**src/rtl/vending_machine_param.sv**
```systemverilog
// Parametrised vending-machine controller: N items with price/stock, four coin
// denominations, bounded credit, cancel/refund and serial greedy change.
module vending_machine_param #(
    parameter int unsigned N_ITEMS = 3,
    parameter int unsigned PRICE_W = 6,
    parameter logic [N_ITEMS*PRICE_W-1:0] PRICES = {6'd25, 6'd20, 6'd15},
    parameter int unsigned CREDIT_MAX = 40,
    parameter int unsigned STOCK_W = 4,
    parameter int unsigned INIT_STOCK = 5,
    localparam int unsigned CREDIT_W = $clog2(CREDIT_MAX + 1)
) (
    input  logic                clock,
    input  logic                reset,
    input  logic                b10,
    input  logic                b5,
    input  logic                b2,
    input  logic                b1,
    input  logic [N_ITEMS-1:0]  sel,
    input  logic                cancel,
    input  logic                restock,
    output logic [N_ITEMS-1:0]  item_out,
    output logic                c10,
    output logic                c5,
    output logic                c2,
    output logic                c1,
    output logic                coin_reject,
    output logic [CREDIT_W-1:0] credit,
    output logic [N_ITEMS-1:0]  sold_out,
    output logic                busy
);

    localparam int unsigned CW1 = CREDIT_W + 1;
    localparam int unsigned AW  = ((CREDIT_W > PRICE_W) ? CREDIT_W : PRICE_W) + 1;

    localparam logic [0:0] S_IDLE   = 1'b0;
    localparam logic [0:0] S_CHANGE = 1'b1;

    logic [0:0]                      state, state_n;
    logic [CREDIT_W-1:0]             credit_n;
    logic [N_ITEMS-1:0][STOCK_W-1:0] stock, stock_n;
    logic [N_ITEMS-1:0]              item_n, sold_out_n;
    logic [3:0]                      chg_n;
    logic                            reject_n;

    logic [3:0]         prev_coin;
    logic [N_ITEMS-1:0] prev_sel;
    logic               prev_cancel, prev_restock;

    logic [3:0]         coin_ev;
    logic [N_ITEMS-1:0] sel_ev;
    logic               cancel_ev, restock_ev;

    logic               vend_hit;
    logic [N_ITEMS-1:0] vend_vec;
    logic [PRICE_W-1:0] vend_price;
    logic [CW1-1:0]     coin_sum;
    logic [3:0]         greedy_vec;
    logic [CREDIT_W-1:0] greedy_amt;

    // Rising-edge events: held levels count once.
    assign coin_ev    = {b10, b5, b2, b1} & ~prev_coin;
    assign sel_ev     = sel & ~prev_sel;
    assign cancel_ev  = cancel & ~prev_cancel;
    assign restock_ev = restock & ~prev_restock;

    assign coin_sum = CW1'(coin_ev[3] ? 10 : 0) + CW1'(coin_ev[2] ? 5 : 0)
                    + CW1'(coin_ev[1] ? 2 : 0) + CW1'(coin_ev[0] ? 1 : 0);

    // Lowest requested item that is in stock and affordable.
    always_comb begin
        vend_hit   = 1'b0;
        vend_vec   = '0;
        vend_price = '0;
        for (int i = 0; i < N_ITEMS; i++) begin
            if (!vend_hit && sel_ev[i] && (stock[i] != '0) &&
                (AW'(credit) >= AW'(PRICES[i*PRICE_W +: PRICE_W]))) begin
                vend_hit    = 1'b1;
                vend_vec[i] = 1'b1;
                vend_price  = PRICES[i*PRICE_W +: PRICE_W];
            end
        end
    end

    // Largest coin not exceeding the remaining credit.
    always_comb begin
        greedy_vec = 4'b0001;
        greedy_amt = CREDIT_W'(1);
        if (32'(credit) >= 32'd10) begin
            greedy_vec = 4'b1000;
            greedy_amt = CREDIT_W'(10);
        end else if (32'(credit) >= 32'd5) begin
            greedy_vec = 4'b0100;
            greedy_amt = CREDIT_W'(5);
        end else if (32'(credit) >= 32'd2) begin
            greedy_vec = 4'b0010;
            greedy_amt = CREDIT_W'(2);
        end
    end

    always_comb begin
        state_n  = state;
        credit_n = credit;
        stock_n  = stock;
        item_n   = '0;
        chg_n    = '0;
        reject_n = 1'b0;
        case (state)
            S_IDLE: begin
                if (cancel_ev) begin
                    reject_n = |coin_ev;
                    if (credit != '0) state_n = S_CHANGE;
                end else if (vend_hit) begin
                    reject_n = |coin_ev;
                    item_n   = vend_vec;
                    credit_n = CREDIT_W'(AW'(credit) - AW'(vend_price));
                    for (int i = 0; i < N_ITEMS; i++) begin
                        if (vend_vec[i]) stock_n[i] = stock[i] - STOCK_W'(1);
                    end
                    if (credit_n != '0) state_n = S_CHANGE;
                end else if (|coin_ev) begin
                    if ((CW1'(credit) + coin_sum) <= CW1'(CREDIT_MAX))
                        credit_n = CREDIT_W'(CW1'(credit) + coin_sum);
                    else
                        reject_n = 1'b1;
                end
                if (restock_ev) begin
                    for (int i = 0; i < N_ITEMS; i++) stock_n[i] = STOCK_W'(INIT_STOCK);
                end
            end
            default: begin
                reject_n = |coin_ev;
                chg_n    = greedy_vec;
                credit_n = credit - greedy_amt;
                if (credit_n == '0) state_n = S_IDLE;
            end
        endcase
        for (int i = 0; i < N_ITEMS; i++) sold_out_n[i] = (stock_n[i] == '0);
    end

    always_ff @(posedge clock or negedge reset) begin
        if (!reset) begin
            state        <= S_IDLE;
            credit       <= '0;
            for (int i = 0; i < N_ITEMS; i++) stock[i] <= STOCK_W'(INIT_STOCK);
            prev_coin    <= '0;
            prev_sel     <= '0;
            prev_cancel  <= 1'b0;
            prev_restock <= 1'b0;
            item_out     <= '0;
            {c10, c5, c2, c1} <= 4'b0000;
            coin_reject  <= 1'b0;
            sold_out     <= '0;
            busy         <= 1'b0;
        end else begin
            state        <= state_n;
            credit       <= credit_n;
            stock        <= stock_n;
            prev_coin    <= {b10, b5, b2, b1};
            prev_sel     <= sel;
            prev_cancel  <= cancel;
            prev_restock <= restock;
            item_out     <= item_n;
            {c10, c5, c2, c1} <= chg_n;
            coin_reject  <= reject_n;
            sold_out     <= sold_out_n;
            busy         <= (state_n != S_IDLE);
        end
    end

endmodule

```
**config.mk**
```make
export PLATFORM = sky130hd
export DESIGN_NAME = vending_machine_param
export DESIGN_NICKNAME = d
export VERILOG_FILES = /design/src/rtl/vending_machine_param.sv
export SDC_FILE = /design/constraint.sdc
export NUM_CORES = 1
export LEC_CHECK = 0
export CAP_MARGIN = 40
export CORE_MARGIN = 2
export CORE_UTILIZATION = 40
export DETAILED_ROUTE_END_ITERATION = 12
export HOLD_SLACK_MARGIN = 0.06
export PLACE_DENSITY = 0.68
export SYNTH_ARGS = -nofsm -noshare
export SYNTH_HDL_FRONTEND = slang
export SYNTH_SLANG_ARGS = --single-unit
```
**constraint.sdc**
```tcl
create_clock -name clock -period 8.5 [get_ports clock]
set_clock_uncertainty 0.1 [all_clocks]
set_input_delay 0.85 -clock clock [delete_from_list [all_inputs] [get_ports clock]]
set_output_delay 0.85 -clock clock [all_outputs]
set_load 0.01 [all_outputs]
```
======== Word level (Yosys, flattened, before mapping) ========
Index checks and enable logic that the tools add are counted.
storage, ports and cells
  logic and storage cells ................. 109
  input bits .............................. 11
  register bits ........................... 39
operators by class
  eq/ne operators ......................... 1
  reduce and logical (&&, ||, !) cells .... 23
  bitwise operators ....................... 8
  mux-type cells .......................... 45
  magnitude comparators ................... 7
  $add $sub $neg .......................... 9
operators with widths
  operator                                                                             count
  12-bit 2-to-1 mux                                                                    4
  6-bit 2-to-1 mux                                                                     6
  4-bit 2-to-1 mux                                                                     8
  3-bit 2-to-1 mux                                                                     6
  1-bit 2-to-1 mux                                                                     17
  6-bit by 4-bit greater-or-equal comparator with 1-bit output, second input constant  2
  6-bit by 5-bit greater-or-equal comparator with 1-bit output, second input constant  2
  4-bit zero test                                                                      3
  4-bit nonzero test                                                                   3
  6-bit nonzero test                                                                   2
  4-bit by 1-bit subtractor with 4-bit output, second input constant                   3
  6-bit subtractor                                                                     2
  1-bit logical AND                                                                    8
  6-bit by 1-bit adder with 7-bit output                                               1
  6-bit by 7-bit adder with 7-bit output                                               1
  7-bit by 6-bit less-or-equal comparator with 1-bit output, second input constant     1
  5-bit by 2-bit adder with 6-bit output                                               1
  6-bit by 2-bit greater-or-equal comparator with 1-bit output, second input constant  1
  6-bit by 3-bit greater-or-equal comparator with 1-bit output, second input constant  1
  6-bit zero test                                                                      1
  2-bit 2-to-1 mux                                                                     3
  3-bit nonzero test                                                                   2
  4-bit by 3-bit adder with 5-bit output                                               1
  5-bit 2-to-1 mux                                                                     1
  10 further kinds                                                                     13

======== Depth between registers and ports, before layout ========
Gate-level depths: netlist of run 1.
  word-level depth ........................ 21
  gate-level depth with buffers ........... 14

======== Least setup slack after synthesis of run 1 ========
Ideal clock, no wire load.
  path kind ............................... input-to-reg
  from .................................... in b10
  to ...................................... reg credit[1]
  library setup time ...................... 0.125 ns
  required time ........................... 8.275 ns
  arrival time ............................ 3.419 ns
  cell stages on the path ................. 11
  buffers on the path ..................... 0
  path slack .............................. 4.856 ns
  cell sequence ........................... nor2b_1 -> fa_1 -> ha_1 -> inv_1 -> fa_1 -> and3b_1 -> o221ai_1 -> a21oi_1 -> o21ai_0 -> a31oi_4 -> mux2_2
on the way
  cells in the longest elaborated chain, start to end .. 11
RTL lines
  what                                                                                             RTL line  text
  start: declaration                                                                               14        input logic b10,
  4-bit bitwise AND (*)                                                                            61        assign coin_ev = {b10, b5, b2, b1} & ~prev_coin;
  parallel branches: the longest is 10 deep, another holds 6-bit by 1-bit adder with 7-bit output  -
  end signal: assignment                                                                           156       credit <= credit_n;
  end: declaration                                                                                 27        output logic [CREDIT_W-1:0] credit,
Every way passes the cells marked *. The select of a mux whose other input is x is not followed.
A chain may end at the register's enable or synchronous reset.

======== Worst setup path after layout of run 1 ========
Ends and elaborated chain as after synthesis.

==> results of run 1 <==
sequential cells by signal, summed over array words and instances, names as in the netlist:
name and flops:
stock 12, credit 6, prev_coin 4, item_out 3, prev_sel 3, sold_out 3, c1 1, c10 1
c2 1, c5 1, coin_reject 1, prev_cancel 1, prev_restock 1, state 1
cell type report:
class | instances | area (µm²)
Multi-Input combinational cell | 205 | 1510
Fill cell | 581 | 3260
Sequential cell | 39 | 983
Inverter | 23 | 86.3
Timing Repair Buffer | 29 | 303
Tap cell | 77 | 96.3
Clock buffer | 5 | 68.8
Clock inverter | 3 | 43.8
stage by stage:
step	setup WS, ps	power, mW	hold slack, ps	instance area (µm²)	cells
2_1_floorplan	4860	0.843	394	2610	274
3_3_place_gp	4260	1.02	412	2950	372
3_5_place_dp	4170	1.04	429	2980	373
4_1_cts	4490	1.20	420	3090	381
5_1_grt	4230	1.31	437	3090	381
6_report	4500	1.20	414	3090	381
worst max-delay path, delay by kind of cell:
family	cells	cell delay [ps]
compound gates	4	830
fa+ha+maj	3	1100
buf+inv	2	540
mux	1	300
simple gates	2	460
logic make-up (layout without fill, tap and decap cells):
family | count (synthesis) | in the layout | share of synthesized area (%)
simple gates | 101 | 101 | 20.8
compound gates | 56 | 56 | 15.8
flops | 39 | 39 | 37.6
buf+inv | 30 | 60 | 4.65
fa+ha+maj | 23 | 23 | 12.2
xor+xnor | 16 | 16 | 5.36
mux | 9 | 9 | 3.59
power by group:
part           internal, mW  switching, mW
Clock                0.0875         0.0707
Combinational         0.337          0.375
Sequential            0.249         0.0833
Total                 0.674          0.529
path summary, 6_finish.rpt:
| check | startpoint | end | slack [ps] |
|---|---|---|---|
| setup / recovery | b10 | credit[1]$_DFFE_PN0P_ | 4500 |
| hold / removal | reset | prev_coin[3]$_DFF_PN0_ | 410 |
| setup reg to reg | stock[8]$_DFF_PN1_ | credit[4]$_DFFE_PN0P_ | 4670 |
| hold reg to reg | stock[9]$_DFF_PN0_ | stock[9]$_DFF_PN0_ | 450 |
| max in group asynchronous | reset | stock[6]$_DFF_PN1_ | 7330 |
| min in group clock | stock[9]$_DFF_PN0_ | stock[9]$_DFF_PN0_ | 450 |
synthesized netlist by cell type, types with 2 or more instances:
cell type	count
fa_1	4
ha_1	19
a2111oi_0	2
buf_1	2
xor2_1	8
mux2_2	3
a211o_1	2
nand4_1	2
nand3_1	6
nor2b_1	5
nor3b_1	6
nand3b_1	2
nor4_1	2
xnor2_1	8
dfrtp_1	33
o21a_1	3
o32ai_1	2
inv_1	21
mux2i_1	6
a21oi_1	15
and4_1	2
nand2b_1	9
o21ai_0	10
a211oi_1	4
dfstp_2	6
o31a_1	2
nor3_1	10
nor2_1	28
clkbuf_1	3
nand2_1	16
or2_2	3
o31ai_1	5
per-layer routing:
metal	global-route usage, %	vias to the layer above	part of all wire (%)
met4	6.64	0	1.7
met2	26.3	46	45
met5	0	-	0
li1	-	1026	-
met1	25.1	1008	50
met3	3.21	7	3.6
==> key figures, run 1 <==
Floorplan
  • Core area: 6350 µm²
  • Floorplan die height: 84.8 µm
  • Total die area: 7190 µm²
  • Horiz. Die Dim: 84.8 µm
  • Starting Density: 41.1%
  • Row count: 29
  • I/O pin cnt: 29

Status
  • Status: completed

Global route
  • Vias in the first global route: 2059
  • Total grt overflow: 0
  • Largest net degree at the start of global routing: 22
  • First-pass GRT wire length: 9990 µm
  • Initial antenna violation count: 0
  • Total GRT Usage: 17.5%

Timing
  • RSZ-0062 raised after global routing: false
  • Fin. Hold Viols: 0
  • Endpoints failing setup: 0
  • Setup tns final: 0 ps
  • Final worst path period share: 47.1%
  • Minimum clock period: 4000 ps
  • Slew margin rel.: 58.7%
  • Actual slew at the worst max-slew pin: 616 ps
  • Final Max Slew Viols: 0
  • Max Fclk: 250 MHz

Synth
  • Syn_nets: 308
  • Post-synthesis sequential area ratio: 37.6%
  • Synth Warn #: 0
  • Mean Syn Cell Area: 9.53 µm²
  • Largest area contributor in the netlist: dfrtp_1
  • Syn Inst Count: 274
  • FFs w/ async S/R, synth: 100%
  • Post-synth EDFFs: 0
  • Synth Register Bits: 39
  • Main synth FF type: dfrtp_1
  • Cell variety after synth: 57
  • Post-Syn Area: 2610 µm²
  • Top cell type's share of synthesized area: 31.6%
  • Ranking of synthesized cells by area: dfrtp_1 (32%), ha_1 (9.1%), dfstp_2 (6.0%)

Power
  • Leakage: 1.35 nW
  • Max VDD drop: 0.146 mV
  • PwrDens: 389 nW/µm²

Worst setup path
  • Slowest cell on crit path: clkdlybuf4s50_1
  • Worst endpoint required time: 8590 ps
  • Worst setup path class: in2reg
  • Critical-path cell list: clkdlybuf4s50_1 -> nor2b_1 -> fa_1 -> ha_1 -> inv_1 -> fa_1 -> and3b_1 -> o221ai_1 -> a21oi_1 -> o21ai_0 -> a31oi_4 -> mux2_2
  • CP Max Fanout: 5
  • Worst setup SP type: input port
  • Worst setup EP type: flop
  • Crit path DAT: 4090 ps
  • Cell mode on critical path: fa_1
  • Delay of the slowest cell on the worst path: 470 ps
  • Worst R2R Path Depth: 14

Final layout
  • Most common cell after layout, fill and taps aside: dfrtp_1
  • Ant diodes: 0
  • Nets: 337
  • Area growth, synth to finish: 18.2%
  • Commonest cells after routing, fill and taps aside: dfrtp_1 (33), nor2_1 (28), clkdlybuf4s50_1 (27)
  • Share of cells above drive strength 1: 10.2%
  • Final core utilization: 48.7%

Place
  • Placer congestion estimate: 0.862
  • HPWL Detailed: 4380 µm
  • Buffers on Ports: 28

Route
  • Vias/cell: 5.48
  • DRT iter0 DRCs: 112
  • First-pass iteration count of the detailed router: 4
  • DRT antenna net count: 0
  • Routed len/inst: 15.4 µm
  • Post-Route WL: 5850 µm
  • Remaining DRCs: 0
  • Vias: 2087

Clocking
  • Post-CTS Setup Bufs: 0
  • Total CTS buffers: 5
  • CTS resizes: 0
  • Clock Pin Slew Worst Setup and Hold Paths: 80 ps
  • Total clock sinks: 39
  • H-tree depth: 2
  • Cts hold-fix bufs: 0
  • Latest clock arrival within the worst-skew pair: 300 ps
  • Clk buf depth: 2
  • CTS tree: yes
  • Root Driver: clkbuf_8

Hold path
  • Hold Crit Class: in2async

Run
  • Max-cap viol count: 0
Power figures use the tool's default switching activity.
==> run 2, diff against run 1 <==
- PLACE_DENSITY: 0.68 -> 0.7
- clock period: 8.5 -> 3.3 ns (I/O delays scaled with it)
==> run 2 against run 1 <==
Compared with the run above: count of clock-buffer cells in the layout grew 1; combinational power grew to 3.4 times the previous value; utilization grew 5.7 points; via count grew 7.3%; flip-flop and latch count is the same; final area grew 12%; clock power grew 110%; critical path depth shrank 1; wire length grew 9.4%.
==> key figures, run 2 (synthesis results as in run 1) <==
Final layout
  • Commonest cells after routing, fill and taps aside: buf_4 (33), dfrtp_1 (32), nor2_1 (28) (was dfrtp_1 (33), nor2_1 (28), clkdlybuf4s50_1 (27))
  • Most common cell after layout, fill and taps aside: buf_4 (was dfrtp_1)
  • Share of cells above drive strength 1: 24.5% (was 10.2%)
  • Fin area: 3450 µm² (was 3090 µm²)
  • Ant diodes: 0 (unchanged)
  • Largest regs: stock (12), credit (6), prev_coin (4) (unchanged)
  • Fill cell count: 578 (was 581)
  • Nets: 372 (was 337)
  • Area growth, synth to finish: 32.1% (was 18.2%)
  • Register area: 985 µm² (was 983 µm²)
  • Max reg flops: 12 (unchanged)
  • Multi-input combinational cell area: 1620 µm² (was 1510 µm²)
  • Top reg by flops: stock (unchanged)

Clocking
  • Total CTS buffers: 5 (unchanged)
  • Clk buf depth: 2 (unchanged)
  • Root Driver: clkbuf_8 (unchanged)
  • H-tree depth: 2 (unchanged)
  • Clock Pin Slew Worst Setup and Hold Paths: 90 ps (was 80 ps)
  • Total clock sinks: 39 (unchanged)
  • CTS tree: yes (unchanged)
  • Latest clock arrival within the worst-skew pair: 300 ps (about the same)

Route
  • Routed len/inst: 15.4 µm (about the same)
  • Post-Route WL: 6400 µm (was 5850 µm)
  • Remaining DRCs: 0 (unchanged)
  • Vias: 2240 (was 2087)
  • DRT antenna net count: 0 (unchanged)
  • Vias/cell: 5.38 (was 5.48)
  • DRT iter0 DRCs: 84 (was 112)
  • First-pass iteration count of the detailed router: 4 (unchanged)

Timing
  • Slew margin rel.: 61.1% (was 58.7%)
  • Max Fclk: 308 MHz
  • Final Max Slew Viols: 0 (unchanged)
  • Hold slack final: 395 ps (was 414 ps)
  • Endpoints failing setup: 0 (unchanged)
  • RSZ-0062 raised after global routing: true (was false)
  • Minimum clock period: 3250 ps
  • Actual slew at the worst max-slew pin: 584 ps (was 616 ps)
  • Fin. Hold Viols: 0 (unchanged)
  • Final worst path period share: 98.4%

Power
  • Total Power: 3.55 mW (was 1.20 mW)
  • Max VDD drop: 0.482 mV (was 0.146 mV)
  • PwrDens: 1030 nW/µm² (was 389 nW/µm²)
  • Leakage: 1.53 nW (was 1.35 nW)

Place
  • Placer congestion estimate: 0.931 (was 0.862)
  • Buffers on Ports: 28 (unchanged)
  • Area after DPL: 3240 µm² (was 2980 µm²)
  • HPWL Detailed: 4760 µm (was 4380 µm)

Global route
  • First-pass GRT wire length: 10400 µm (was 9990 µm)
  • Largest net degree at the start of global routing: 23 (was 22)
  • Total GRT Usage: 17.9% (was 17.5%)
  • Vias in the first global route: 2164 (was 2059)
  • Total grt overflow: 0 (unchanged)
  • Initial antenna violation count: 0 (unchanged)

Worst setup path
  • Worst setup EP type: flop (unchanged)
  • Crit path DAT: 3340 ps (was 4090 ps)
  • Worst endpoint required time: 3390 ps (was 8590 ps)
  • Worst setup SP type: flop (was input port)
  • CP Max Fanout: 4 (was 5)
  • Worst setup path class: reg2reg (was in2reg)

Floorplan
  • Row count: 29 (unchanged)
  • Starting Density: 41.1% (unchanged)
  • I/O pin cnt: 29 (unchanged)
  • Floorplan die height: 84.8 µm (unchanged)
  • Horiz. Die Dim: 84.8 µm (unchanged)
  • Core area: 6350 µm² (unchanged)
  • Total die area: 7190 µm² (unchanged)

Status
  • Status: completed (unchanged)

Hold path
  • Hold Crit Class: in2reg (was in2async)

Run
  • Max-cap viol count: 0 (unchanged)
run 2: cell types whose count changed in the layout (fill, tap and decap cells not counted), moves of 3 or more:
cell     delta
a21oi_1     -3
a21oi_2     +3
buf_4      +33
ha_1        -3
run 2: timing repair:
action / in CTS / in global routing
endpoints found under the hold margin: 16 / 0
gates resized for setup: 4 / 16
pin swaps: 5 / 9
hold buffers: 1 / 0
buffers inserted: 0 / 4
gates cloned: 0 / 0
setup endpoints to repair: 7 / 7
run 2: path summary, 6_finish.rpt:
| kind | start | to | slack (ps) | cells after the start |
|---|---|---|---|---|
| max | credit[1]$_DFFE_PN0P_ | credit[3]$_DFFE_PN0P_ | 50 | 11 |
| min | b2 | prev_coin[1]$_DFF_PN0_ | 390 | 1 |
| max reg2reg | credit[1]$_DFFE_PN0P_ | credit[3]$_DFFE_PN0P_ | 50 | 11 |
| min reg2reg | stock[4]$_DFF_PN1_ | stock[4]$_DFF_PN1_ | 470 | 2 |
| max in group asynchronous | reset | stock[0]$_DFF_PN1_ | 2130 | 3 |
| min in group asynchronous | reset | c10$_DFF_PN0_ | 420 | 2 |
run 2: area by class of cell:
class                           instances  share of cell area, %
Inverter                               23                   2.50
Tap cell                               77                   2.79
Multi-Input combinational cell        205                   46.9
Timing Repair Buffer                   64                   16.8
Clock inverter                          2                  0.363
Sequential cell                        39                   28.5
Clock buffer                            6                   2.10
run 2: metrics by stage:
step / setup WS [ps] / TNS (ps) / util, % / cells
6_report: 52.6 / 0 / 54.3 / 416
5_1_grt: -81.6 / -394 / 54.3 / 416
4_1_cts: 2.11 / 0 / 52.7 / 412
3_5_place_dp: -388 / -2360 / 51.1 / 403
3_3_place_gp: -306 / -1820 / 50.6 / 402
2_1_floorplan: -46.0 / -46.0 / - / 274
run 2: critical path, stage by stage, from the launching register on:
cell and delay [ps]:
dfrtp_2 460, buf_12 140, fa_1 530, ha_1 160
inv_1 60, fa_1 490, and3b_1 190, o221ai_2 110
a21oi_2 190, o21ai_2 110, a31oi_4 230, mux2_2 360
run 2: power breakdown:
group / switching [mW] / leakage (nW) / total (mW) / internal, mW
Sequential: 0.137 / 0.471 / 0.781 / 0.644
Clock: 0.180 / 0.0412 / 0.328 / 0.148
Combinational: 1.22 / 1.01 / 2.44 / 1.23
Total: 1.53 / 1.53 / 3.55 / 2.02
run 2: layer usage:
metal  wire length, µm  vias up  global-route usage [%]
met4               154        0                    4.62
met1              3110     1072                    25.5
met5                 0        -                       0
li1                  -     1098                       -
met3               210       12                    3.02
met2              2930       58                    28.6
